===== config.mk =====
export PLATFORM = sky130hd
export DESIGN_NAME = nasti_dma_scheduler
export DESIGN_NICKNAME = d
export VERILOG_FILES = /design/src/rtl/nasti_dma_pkg.sv /design/src/rtl/nasti_dma_desc_fifo.sv /design/src/rtl/nasti_dma_scheduler.sv
export SDC_FILE = /design/constraint.sdc
export NUM_CORES = 1
export LEC_CHECK = 0
export BUFFER_PORTS_ARGS = -buffer_cell sky130_fd_sc_hd__buf_4
export CAP_MARGIN = 20
export CORE_UTILIZATION = 55
export CTS_CLUSTER_SIZE = 12
export DETAILED_ROUTE_END_ITERATION = 12
export PLACE_DENSITY = 0.78
export SYNTH_ARGS = -nofsm -noshare
export SYNTH_HDL_FRONTEND = slang
export SYNTH_SLANG_ARGS = --single-unit

===== constraint.sdc =====
create_clock -name aclk -period 11.26 [get_ports aclk]
set_input_delay 1.126 -clock aclk [delete_from_list [all_inputs] [get_ports aclk]]
set_output_delay 1.126 -clock aclk [all_outputs]
set_load 0.02 [all_outputs]

===== src/rtl/nasti_dma_pkg.sv =====
// Shared types for the NASTI DMA descriptor scheduler.
// Descriptor fields are stored at full 64-bit width; the top narrows to ADDR_WIDTH.
package nasti_dma_pkg;

  localparam int DESC_AW = 64;
  localparam int DESC_IW = 8;

  typedef struct packed {
    logic [DESC_AW-1:0] src;
    logic [DESC_AW-1:0] dest;
    logic [DESC_AW-1:0] len;
    logic [7:0]         mask;
    logic [DESC_IW-1:0] id;
  } desc_t;

  typedef enum logic [2:0] {
    S_IDLE,
    S_CHECK,
    S_START,
    S_WAIT_BUSY,
    S_WAIT_DONE,
    S_COMPLETE
  } state_t;

  // Mover works on whole 8-byte beats; zero or ragged lengths are rejected.
  function automatic logic len_bad(input logic [DESC_AW-1:0] len);
    return (len == '0) || (len[2:0] != 3'd0);
  endfunction

endpackage


===== src/rtl/nasti_dma_desc_fifo.sv =====
// Descriptor queue: wrap-around pointers plus an occupancy count.
// Head entry is visible on dout while not empty.
module nasti_dma_desc_fifo
  import nasti_dma_pkg::*;
#(
  parameter  int DEPTH = 4,
  localparam int PW    = (DEPTH > 1) ? $clog2(DEPTH) : 1,
  localparam int CW    = $clog2(DEPTH + 1)
) (
  input  logic          aclk,
  input  logic          aresetn,
  input  logic          push,
  input  desc_t         din,
  input  logic          pop,
  output desc_t         dout,
  output logic          full,
  output logic          empty,
  output logic [CW-1:0] count
);

  desc_t         mem [DEPTH];
  logic [PW-1:0] wr_ptr;
  logic [PW-1:0] rd_ptr;
  logic          do_push;
  logic          do_pop;

  assign full    = (count == CW'(DEPTH));
  assign empty   = (count == '0);
  assign do_push = push && !full;
  assign do_pop  = pop && !empty;
  assign dout    = mem[rd_ptr];

  function automatic logic [PW-1:0] bump(input logic [PW-1:0] p);
    return (p == PW'(DEPTH - 1)) ? '0 : p + 1'b1;
  endfunction

  always_ff @(posedge aclk) begin
    if (do_push) mem[wr_ptr] <= din;
  end

  always_ff @(posedge aclk or negedge aresetn) begin
    if (!aresetn) begin
      wr_ptr <= '0;
      rd_ptr <= '0;
      count  <= '0;
    end else begin
      if (do_push) wr_ptr <= bump(wr_ptr);
      if (do_pop)  rd_ptr <= bump(rd_ptr);
      unique case ({do_push, do_pop})
        2'b10:   count <= count + 1'b1;
        2'b01:   count <= count - 1'b1;
        default: count <= count;
      endcase
    end
  end

endmodule


===== src/rtl/nasti_dma_scheduler.sv =====
// Round-robin descriptor intake, queueing and data-mover sequencing
// with a one-cycle completion pulse per descriptor.
module nasti_dma_scheduler
  import nasti_dma_pkg::*;
#(
  parameter  int NREQ       = 2,
  parameter  int ADDR_WIDTH = 64,
  parameter  int DEPTH      = 4,
  localparam int IW         = (NREQ > 1) ? $clog2(NREQ) : 1
) (
  input  logic                   aclk,
  input  logic                   aresetn,
  input  logic [NREQ-1:0]        req_valid,
  output logic [NREQ-1:0]        req_ready,
  input  logic [NREQ*ADDR_WIDTH-1:0] req_src,
  input  logic [NREQ*ADDR_WIDTH-1:0] req_dest,
  input  logic [NREQ*ADDR_WIDTH-1:0] req_len,
  input  logic [NREQ*8-1:0]      req_mask,
  output logic [ADDR_WIDTH-1:0]  mv_src_addr,
  output logic [ADDR_WIDTH-1:0]  mv_dest_addr,
  output logic [ADDR_WIDTH-1:0]  mv_length,
  output logic [7:0]             mv_mask,
  output logic                   mv_en,
  input  logic                   mv_done,
  output logic                   cmp_valid,
  output logic [IW-1:0]          cmp_id,
  output logic                   cmp_err
);

  localparam int CW = $clog2(DEPTH + 1);

  logic [IW-1:0] rr;
  logic [IW-1:0] gnt;
  logic          gnt_ok;
  logic          push;
  logic          pop;
  logic          q_full;
  logic          q_empty;
  logic [CW-1:0] q_count;
  desc_t         din;
  desc_t         head;
  state_t        state;
  state_t        nxt;
  logic          unused_bits;

  function automatic int rr_idx(input int base, input int k);
    int s;
    s = base + k;
    return (s >= NREQ) ? s - NREQ : s;
  endfunction

  // Walk downward so the lowest offset from rr wins.
  always_comb begin
    gnt    = '0;
    gnt_ok = 1'b0;
    for (int k = NREQ - 1; k >= 0; k--) begin
      if (req_valid[rr_idx(int'(rr), k)]) begin
        gnt    = IW'(rr_idx(int'(rr), k));
        gnt_ok = 1'b1;
      end
    end
  end

  always_comb begin
    req_ready = '0;
    if (aresetn && gnt_ok && !q_full) req_ready[gnt] = 1'b1;
  end

  assign push = |(req_valid & req_ready);

  always_comb begin
    din      = '0;
    din.src  = DESC_AW'(req_src[int'(gnt)*ADDR_WIDTH +: ADDR_WIDTH]);
    din.dest = DESC_AW'(req_dest[int'(gnt)*ADDR_WIDTH +: ADDR_WIDTH]);
    din.len  = DESC_AW'(req_len[int'(gnt)*ADDR_WIDTH +: ADDR_WIDTH]);
    din.mask = req_mask[int'(gnt)*8 +: 8];
    din.id   = DESC_IW'(gnt);
  end

  always_ff @(posedge aclk or negedge aresetn) begin
    if (!aresetn) begin
      rr <= '0;
    end else if (push) begin
      rr <= (int'(gnt) == NREQ - 1) ? '0 : gnt + 1'b1;
    end
  end

  nasti_dma_desc_fifo #(
    .DEPTH (DEPTH)
  ) u_fifo (
    .aclk    (aclk),
    .aresetn (aresetn),
    .push    (push),
    .din     (din),
    .pop     (pop),
    .dout    (head),
    .full    (q_full),
    .empty   (q_empty),
    .count   (q_count)
  );

  assign unused_bits = ^{q_count, head};

  always_ff @(posedge aclk or negedge aresetn) begin
    if (!aresetn) state <= S_IDLE;
    else          state <= nxt;
  end

  always_comb begin
    nxt = state;
    unique case (state)
      S_IDLE:      if (!q_empty) nxt = S_CHECK;
      S_CHECK:     nxt = len_bad(DESC_AW'(mv_length)) ? S_COMPLETE : S_START;
      S_START:     nxt = S_WAIT_BUSY;
      S_WAIT_BUSY: if (!mv_done) nxt = S_WAIT_DONE;
      S_WAIT_DONE: if (mv_done) nxt = S_COMPLETE;
      S_COMPLETE:  nxt = S_IDLE;
      default:     nxt = S_IDLE;
    endcase
  end

  always_comb begin
    pop       = (state == S_IDLE) && !q_empty;
    mv_en     = (state == S_START);
    cmp_valid = (state == S_COMPLETE);
  end

  always_ff @(posedge aclk or negedge aresetn) begin
    if (!aresetn) begin
      mv_src_addr  <= '0;
      mv_dest_addr <= '0;
      mv_length    <= '0;
      mv_mask      <= '0;
      cmp_id       <= '0;
      cmp_err      <= 1'b0;
    end else begin
      if (pop) begin
        mv_src_addr  <= ADDR_WIDTH'(head.src);
        mv_dest_addr <= ADDR_WIDTH'(head.dest);
        mv_length    <= ADDR_WIDTH'(head.len);
        mv_mask      <= head.mask;
        cmp_id       <= IW'(head.id);
      end
      if (state == S_CHECK) cmp_err <= len_bad(DESC_AW'(mv_length));
    end
  end

endmodule


# After elaboration in Yosys (flattened, before gate mapping)
# Memory sizes are Yosys's and may differ from the RTL's. A register that Yosys moved wholly into a read port is not among the register bits.
# Index checks and enable logic that the tools add are counted.
dict set report word_totals {
  word_cells 82
  input_bits 405
  out_inout_bits 206
  ff_bits 12
  memories 1
  ramBits 804
}
# memory words word_bits read_ports rd_clocked_by_memory_dff wr line
set mem_list {}
lappend mem_list {u_fifo.mem 4 201 1 1 1 nasti_dma_desc_fifo.sv:21} ;# desc_t mem [DEPTH];
dict set report op_classes {
  add_sub_neg 8
  reduce_logical 17
  n_mux 26
  n_lt_le_gt_ge 6
  bitwise 1
  shifts 4
  n_eq_ne 13
}
# cell count
set ops {}
lappend ops {{$shiftx A128 B8 Y64} 3}
lappend ops {{$logic_not A64 Y1} 1}
lappend ops {{$lt A32 B3 Y1 const B} 2}
lappend ops {{$mux W32} 2}
lappend ops {{$shiftx A16 B5 Y8} 1}
lappend ops {{$pmux W3 S5} 1}
lappend ops {{$mux W1} 14}
lappend ops {{$mux W3} 4}
lappend ops {{$eq A3 B3 Y1 const B} 3}
lappend ops {{$eq A2 B2 Y1 const B} 3}
lappend ops {{$eq A3 B2 Y1 const B} 2}
lappend ops {{$logic_and A1 B1 Y1} 6}
lappend ops {{$logic_not A3 Y1} 2}
lappend ops {{$mux W2} 3}
lappend ops {{$ne A2 B2 Y1 const B} 3}
lappend ops {{$pmux W3 S2} 1}
lappend ops {{$add A2 B1 Y2 const B} 2}
lappend ops {{$add A3 B1 Y3 const B} 1}
lappend ops {{$eq A3 B1 Y1 const B} 1}
lappend ops {{$logic_not A1 Y1} 3}
lappend ops {{$reduce_and A3 Y1} 1}
lappend ops {{$reduce_bool A3 Y1} 1}
lappend ops {{$sub A1 B2 Y3 const B} 1}
lappend ops {{$sub A2 B2 Y3 const B} 1}
lappend ops {{other kinds (13)} 13}

# Depth between registers and ports, before layout
# Gate-level depths: netlist (run 1).
dict set report logic_depth {
  ltp_word 18
  ltp_mapped 10
  ltp_nobuf 9
}

# By module
# A second synthesis (run 1) with hierarchy kept.
dict set report unflattened {
  cells_unflattened 2253
  hier_area_um2 41011.8
}
# module area_per_inst_um2 seq_area_each_um2 cells_each instances
set by_module_without_submodules {}
lappend by_module_without_submodules {nasti_dma_desc_fifo 30678.2 25159.1 1127 1}
lappend by_module_without_submodules {nasti_dma_scheduler 10333.7 5154.9 1126 1}

# Worst setup path before layout (run 1)
# OpenSTA, ideal clock, no wires.
dict set report synth_path {
  path_type {input to register}
  start {in req_valid[0]}
  end {mem u_fifo.mem[0][0] (netlist name), enable pin}
  required_ps 10493
  n_path_buf 1
  t_arrival_ps 9793
  setup_ps 767
  cell_stages 3
  slack_ps 700
  cell_sequence {o211ai_1 > clkbuf_1 > nor2_1}
}
dict set report synth_between {
  elab_chain_cells 15
  word_cells_on_any_way 23
  classes_between {2 x order compare; 15 x mux; 1 x bitwise; 5 x reduce/logical}
}
# item line
set synth_rtl {}
lappend synth_rtl {{start: declaration} nasti_dma_scheduler.sv:13} ;# input logic [NREQ-1:0] req_valid,
lappend synth_rtl {{$mux W1 (not written as such) (3 in a row)} nasti_dma_scheduler.sv:57} ;# if (req_valid[rr_idx(int'(rr), k)]) begin
lappend synth_rtl {{$mux W1 (2 in a row)} nasti_dma_scheduler.sv:57}
lappend synth_rtl {{$lt A1 B2 Y1 (not written as such) / $ge A1 B1 Y1 (equally long branches)} nasti_dma_scheduler.sv:66} ;# if (aresetn && gnt_ok && !q_full) req_ready[gnt] = 1'b1;
lappend synth_rtl {{$logic_and A1 B1 Y1 (not written as such)} nasti_dma_scheduler.sv:66}
lappend synth_rtl {{$mux W1 (not written as such)} nasti_dma_scheduler.sv:66}
lappend synth_rtl {{$demux W1 S1} nasti_dma_scheduler.sv:66}
lappend synth_rtl {{$mux W2} nasti_dma_scheduler.sv:66}
lappend synth_rtl {{$and A2 B2 Y2 (*)} nasti_dma_scheduler.sv:69} ;# assign push = |(req_valid & req_ready);
lappend synth_rtl {{$reduce_or A2 Y1 (*)} nasti_dma_scheduler.sv:69}
lappend synth_rtl {{$logic_and A1 B1 Y1 (*)} nasti_dma_desc_fifo.sv:29} ;# assign do_push = push && !full;
lappend synth_rtl {{$mux W1 (*)} nasti_dma_desc_fifo.sv:38} ;# if (do_push) mem[wr_ptr] <= din;
lappend synth_rtl {{$mux W1 (not written as such) (*)} nasti_dma_desc_fifo.sv:38}
lappend synth_rtl {{end: declaration} nasti_dma_desc_fifo.sv:21}
# Every way passes the cells marked *; elsewhere a longest branch is shown, timed or not. The select of a mux whose other input is x is not followed.

# Worst setup path in the final report (run 1)
dict set report layout_path {
  start {in aresetn}
  end {mem u_fifo.mem[3][59] (netlist name), enable pin}
}
dict set report layout_between {
  elab_chain_cells 8
}
# item line
set layout_rtl {}
lappend layout_rtl {{start: declaration} nasti_dma_scheduler.sv:12} ;# input logic aresetn,
lappend layout_rtl {{$logic_and A1 B1 Y1 (2 in a row)} nasti_dma_scheduler.sv:66}
lappend layout_rtl {{$mux W2} nasti_dma_scheduler.sv:66}
lappend layout_rtl {{$and A2 B2 Y2} nasti_dma_scheduler.sv:69}
lappend layout_rtl {{$reduce_or A2 Y1} nasti_dma_scheduler.sv:69}
lappend layout_rtl {{$logic_and A1 B1 Y1} nasti_dma_desc_fifo.sv:29}
lappend layout_rtl {{$mux W1} nasti_dma_desc_fifo.sv:38}
lappend layout_rtl {{$mux W1 (not written as such)} nasti_dma_desc_fifo.sv:38}
# Every way passes these cells.

==> results.md, run 1 <==
* Status: complete, no violations
* CTS Buffer Depth at 3
* Synth Net Count at roughly 2600
* WP data arrival at ~4.5 ns
* Synth Area in Simple Gates at between 6 and 7%
* Area Overhead vs Synth at 20.8%
* # Max-Cap Violations at 0
* Total CTS buffers at approximately 100
* Via count at 21900
* Min cycle time layout at around 4.2 ns
* CTS tree: built
* Static Leak at approximately 19 nW
* Core ar. at 71900 µm²
* Pre-CTS WS at 6.32 ns
* Relative slew slack at 20.3%
* Global-route wire length before repair at 136 mm
* Yosys reg bits at between 1000 and 1500
* Clock Latency Late Sink at 0.64 ns
* Final setup viols at 0
* Post-DP HPWL at around 57 mm
* Gr busiest metal: met2
* WP data required at around 12 ns
* Worst Setup End Kind: register
* Sequential power share at approximately 43%
* FMAX at 0.238 GHz
* Initial antenna violation count at 2
* Slew at the pin closest to its max-slew limit at about 1.2 ns
* Setup TNS Final at 0 ns
* VDD IR max at ~340 µV
* Final Util at between 60% and 70%
* Post-synth EDFFs at roughly 800
* Final WL at between 90 and 100 mm
* Syn avg cell area at ~18 µm²
* Power share of the clock group at between 20% and 30%
* Largest net degree at the start of global routing at roughly 160
* Worst setup SP type: input pin
* Post-Synth Adder-Cell Area at less than 1%
* Area leader, netlist: edfxtp_1
* Ys Warns at 0
* DRT Pass-1 Iters at 5
* Hold-fix buffers, CTS at 0
* Total power at 13.1 mW
* Drc violations at 0
* Dpl cell area at between 40000 and 50000 µm²
* Total GRT Usage at between 20% and 30%
* Seq/Total Area, Yosys at 73.4%
* Post-CTS resize count at 0
* Fin. max-slew vios at 0
* GRT met3 Usage at under 10%
* Layout cell share with drive strength beyond 1 at a little under two fifths
* Clock slew at reported path FFs at roughly 0.06 ns
* H-tree levels at 3
* Final Hold Fails at 0
* Via-per-instance ratio at 5.65
* Prevailing post-synth register cell: edfxtp_1
* Die W at ~270 µm
* Worst setup path category: in2reg
* Largest family of logic cells by synthesized area: multiplexers
* Combinational share of power at between 30% and 40%
* GRT overflow at 0
* Unique masters post-synth at 34
* RD Place Congestion at about 0.80
* Int Pwr at between 8 and 9 mW
* Hold_ws at approximately 0.46 ns
* Mean routed wirelength per cell at around 23 µm
* Most common cell in the netlist: edfxtp_1
* Skew final at 0.0190 ns
* Clk sinks at approximately 1000
* Dpl cells at 3693
* Die Y at 272 µm
* Post-synth top area share at 60.1%
* Finished Layout Cells at 3880
* IO buf count at 610
* Met1 Track Usage GR at between 30% and 40%
* Initial Utilization at a little under three fifths
* Antenna viol nets, final at 0
* Vias in the first global route at ~23000
* DIE AREA at 74100 µm²
* Final worst path period share at 37.3%
* PD cells at about 270 nW/µm²
* Switching power at ~4 mW
* Final Cell Area at roughly 49000 µm²
* Top cells by count, synth: 804 x edfxtp_1, 605 x nand2_1, 213 x dfrtp_1
* Clk root buf: clkbuf_16
* Syn Inst Count at approximately 2200
* Worst Hold Class: in2async
* CP Max Fanout at 62
* RSZ-0062 raised after global routing: no
* XOR/XNOR Fraction of Synth Area at 0.0655%
* Nets@finish at approximately 3300
* Number of post-CTS setup repair buffers at 0
* Num rows at approximately 100
* Synth Area in Compound Gates at 0.212%
* Mapped cell area at around 40000 µm²
* M2 GR Usage at between 40% and 50%
* Ports at 611
* Final setup margin at 7.06 ns
* Post-synthesis mux area share at about 18%
* DRT iter0 DRCs at approximately 1600
* Ys async rst share at 20.9%
* Synth top area cells: edfxtp_1 60%, dfrtp_1 13%, mux4_2 11%
* Net Sw Frac at between 30% and 40%
[cell usage in the layout (no fill, tap or decap), drive strengths merged, types with 2 or more instances in the layout]
master and n:
edfxtp 804, a21o 2, buf 639, nand4 4, xor2 2, nand2 605
o21ai 5, inv 16, mux2 202, mux4 201, a21oi 4, nor4 17
dfrtp 213, nor3 6, nor2 9, clkinv 11, ha 6, nand3 2
clkbuf 173
[worst max-delay path, cell delays in order]
cell and delay, ns:
buf_8 0.41, o211ai_1 0.16, buf_4 0.24, nor2_4 0.74, buf_4 0.88, buf_4 0.77
[registers in the layout, indices dropped and copies added (netlist names), 2 cells and up]
register / count
u_fifo.mem: 804
state: 3
u_fifo.rd_ptr: 2
mv_dest_addr: 64
mv_src_addr: 64
mv_mask: 8
mv_length: 64
u_fifo.count: 3
u_fifo.wr_ptr: 2
[per-layer routing]
metal / part of all wire, % / up-vias / wire length [µm]
met5: 0 / - / 0
met4: 3.8 / 0 / 3460
met3: 6.9 / 177 / 6250
met2: 51 / 925 / 46700
met1: 38 / 11200 / 34600
li1: - / 9621 / -
[logic make-up after synthesis]
| kind of cell | count (synthesis) |
|---|---|
| flops | 1017 |
| simple gates | 646 |
| mux | 403 |
| buf+inv | 128 |
| compound gates | 14 |
| fa+ha+maj | 7 |
| xor+xnor | 3 |
[worst paths after layout]
path	cells past startpoint	from	slack, ns	end
worst max-delay path	6	aresetn	7.06	u_fifo.mem[3][59]$_DFFE_PP_
worst min-delay path	1	aresetn	0.46	mv_src_addr[18]$_DFFE_PN0P_
worst max register to register	5	u_fifo.rd_ptr[0]$_DFFE_PN0P_	7.45	mv_length[55]$_DFFE_PN0P_
worst min register to register	1	mv_dest_addr[8]$_DFFE_PN0P_	0.50	mv_dest_addr[8]$_DFFE_PN0P_
max in group asynchronous	3	aresetn	8.83	u_fifo.rd_ptr[1]$_DFFE_PN0P_
min in group aclk	1	mv_dest_addr[8]$_DFFE_PN0P_	0.50	mv_dest_addr[8]$_DFFE_PN0P_
[power by group through the flow]
stage               combinational [mW]  sequential (mW)  clock, mW
floorplan                         2.68             6.06          0
global placement                  4.28             5.69          0
detailed placement                4.39             5.73          0
CTS                               4.43             5.68       3.10
global route                      4.65             5.74       3.24
finish                            4.37             5.68       3.04
[final cells by class]
| class | count | area (µm²) |
|---|---|---|
| antenna | 1 | 2.50 |
| clock buffer | 173 | 2870 |
| clock inverter | 12 | 98.8 |
| fill | 4674 | 23300 |
| inverter | 15 | 73.8 |
| multi-input combinational | 1073 | 9930 |
| sequential | 1017 | 29500 |
| tap | 950 | 1190 |
| timing repair buffer | 639 | 4860 |
(Power assumes the default switching activity.)
==> run 2, diff against run 1 <==
==> constraint.sdc (replaced) <==
create_clock -name aclk -period 4.15 [get_ports aclk]
set_input_delay 0.415 -clock aclk [delete_from_list [all_inputs] [get_ports aclk]]
set_output_delay 0.415 -clock aclk [all_outputs]
set_load 0.02 [all_outputs]
==> run 2 against run 1 <==
Sequential power grew to 2.7 times the previous value; non-clock buffer count up 7; sequential share of layout area shrank 0.34 points; die area did not move; count of clock-buffer cells in the layout is the same; sequential cell count unchanged; cell area increased by 0.56%; clock skew grew 0.0078 ns; largest power group unchanged.
==> results.md, run 2 (same netlist as run 1, synthesis figures left out) <==
* Status: complete, no violations
* Num rows at 98
* Final WL at about 91 mm
* Area Overhead vs Synth at 21.5%
* Vias in the first global route at around 23000
* Post-CTS resize count at 0
* Worst Hold Class: in2reg
* Final Hold Fails at 0
* FMAX at between 0.3 and 0.4 GHz
* Global-route wire length before repair at about 140 mm
* Total CTS buffers at ~100
* GRT overflow at 0
* DRT iter0 DRCs at approximately 1800
* Worst setup path category: reg2reg
* Clock slew at reported path FFs at roughly 0.060 ns
* Total power at 35.6 mW
* Fin. max-slew vios at 0
* DRT Pass-1 Iters at 5
* Largest net degree at the start of global routing at slightly above 200
* Cells along the critical path: or4_4, clkinv_8, buf_4, mux2_2
* Most flop-heavy register: u_fifo.mem
* PD cells at approximately 730 nW/µm²
* Layout cell share with drive strength beyond 1 at a little under two fifths
* Die W at between 200 and 300 µm
* Via-per-instance ratio at 5.63
* RD Place Congestion at roughly 0.83
* Post-DP HPWL at between 50 and 60 mm
* Final setup viols at 0
* Nets@finish at between 3000 and 4000
* Total GRT Usage at ~25%
* Core ar. at just over 70000 µm²
* Final Util at between 60% and 70%
* Area of the multi-input gates at between 9000 and 10000 µm²
* CP max-delay cell: buf_4
* Mean routed wirelength per cell at 23.3 µm
* Commonest non-fill, non-tap cell in the layout: edfxtp_1
* Die Y at about 270 µm
* Clock Latency Late Sink at roughly 0.63 ns
* CTS Buffer Depth at 3
* Fill cells at ~4600
* WP data required at around 4.7 ns
* Drc violations at 0
* GRT met3 Usage at roughly 4.4%
* Min cycle time layout at 2.91 ns
* Final worst path period share at 70.1%
* CTS tree: built
* Initial antenna violation count at 3
* DIE AREA at around 74000 µm²
* Clk sinks at 1017
* WP data arrival at 3.41 ns
* Register area at just under 30000 µm²
* Skew final at 0.0267 ns
* CP Max Fanout at 94
* VDD IR max at around 560 µV
* Antenna viol nets, final at 0
* Via count at ~22000
* M2 GR Usage at roughly 43%
* Hold_ws at between 0.08 and 0.09 ns
* Largest register FFs at about 800
* Static Leak at between 15 and 20 nW
* Gr busiest metal: met2
* # Max-Cap Violations at 0
* Ports at around 600
* RSZ-0062 raised after global routing: no
* Commonest cells after routing, fill and taps aside: 804 x edfxtp_1, 622 x buf_4, 605 x nand2_1
* Met1 Track Usage GR at 31.2%
* Initial Utilization at a little under three fifths
* Worst setup SP type: register
* Worst Setup End Kind: register
* Clk root buf: clkbuf_16
* H-tree levels at 3
* Relative slew slack at approximately 23%
* Number of post-CTS setup repair buffers at 0
* Hold-fix buffers, CTS at 1
* Slew at the pin closest to its max-slew limit at approximately 1.2 ns
* Max stage delay on crit path at 0.65 ns
* IO buf count at about 600
-- run 2: cell types whose count changed in the layout (fill, tap and decap cells not counted), moves of 2 or more --
cell | previous run | this run
clkinv_2 | 5 | 1
clkinv_8 | 4 | 1
buf_4 | 634 | 622
inv_2 | 0 | 2
inv_1 | 13 | 11
clkbuf_1 | 64 | 62
buf_12 | 3 | 22
-- run 2: final cells by class --
cell class | count | share of cell area [%]
Timing Repair Buffer | 646 | 10.5
Tap cell | 950 | 2.44
Antenna cell | 1 | 0.00513
Multi-Input combinational cell | 1073 | 20.4
Clock buffer | 173 | 5.94
Clock inverter | 6 | 0.123
Inverter | 15 | 0.151
Sequential cell | 1017 | 60.4
-- run 2: final timing paths --
path,to,depth (start not counted),startpoint,slack (ns)
worst max-delay path,mv_length[4]$_DFFE_PN0P_,4,state[2]$_DFFE_PN0P_,1.24
worst min-delay path,state[0]$_DFFE_PN0P_,3,mv_done,0.09
worst max register to register,mv_length[4]$_DFFE_PN0P_,4,state[2]$_DFFE_PN0P_,1.24
worst min register to register,mv_dest_addr[10]$_DFFE_PN0P_,1,mv_dest_addr[10]$_DFFE_PN0P_,0.50
max in group asynchronous,mv_length[44]$_DFFE_PN0P_,3,aresetn,2.46
min in group asynchronous,mv_src_addr[21]$_DFFE_PN0P_,2,aresetn,0.28
-- run 2: where the power goes --
group | total (mW) | leakage [nW] | switching (mW) | internal (mW)
Clock | 8.26 | 1.42 | 3.51 | 4.75
Combinational | 12.0 | 7.53 | 6.02 | 5.95
Sequential | 15.4 | 9.87 | 1.55 | 13.8
-- run 2: per-stage QoR --
stage               worst slack, ns  setup TNS, ns  instance area, µm²  instances
floorplan                   -0.0285         -12.89               40200       2218
global placement               1.27              0               45800       3700
detailed placement             1.29              0               45800       3700
CTS                            1.22              0               48800       3880
global route                   1.16              0               48800       3881
finish                         1.24              0               48800       3881
-- run 2: worst max-delay path, delay by kind of cell, from the launching register on --
family / cells / cell delay [ns]
flip-flops: 1 / 0.48
multiplexers: 1 / 0.42
buffers and inverters: 2 / 1.01
AND/OR/NAND/NOR: 1 / 0.64
-- run 2: layer usage --
metal / vias up / part of all wire [%] / wire length (µm)
met5: - / 0.025 / 23
met2: 867 / 52 / 47500
met3: 149 / 6.7 / 6080
met4: 4 / 3.1 / 2780
met1: 11200 / 38 / 34200
li1: 9630 / - / -
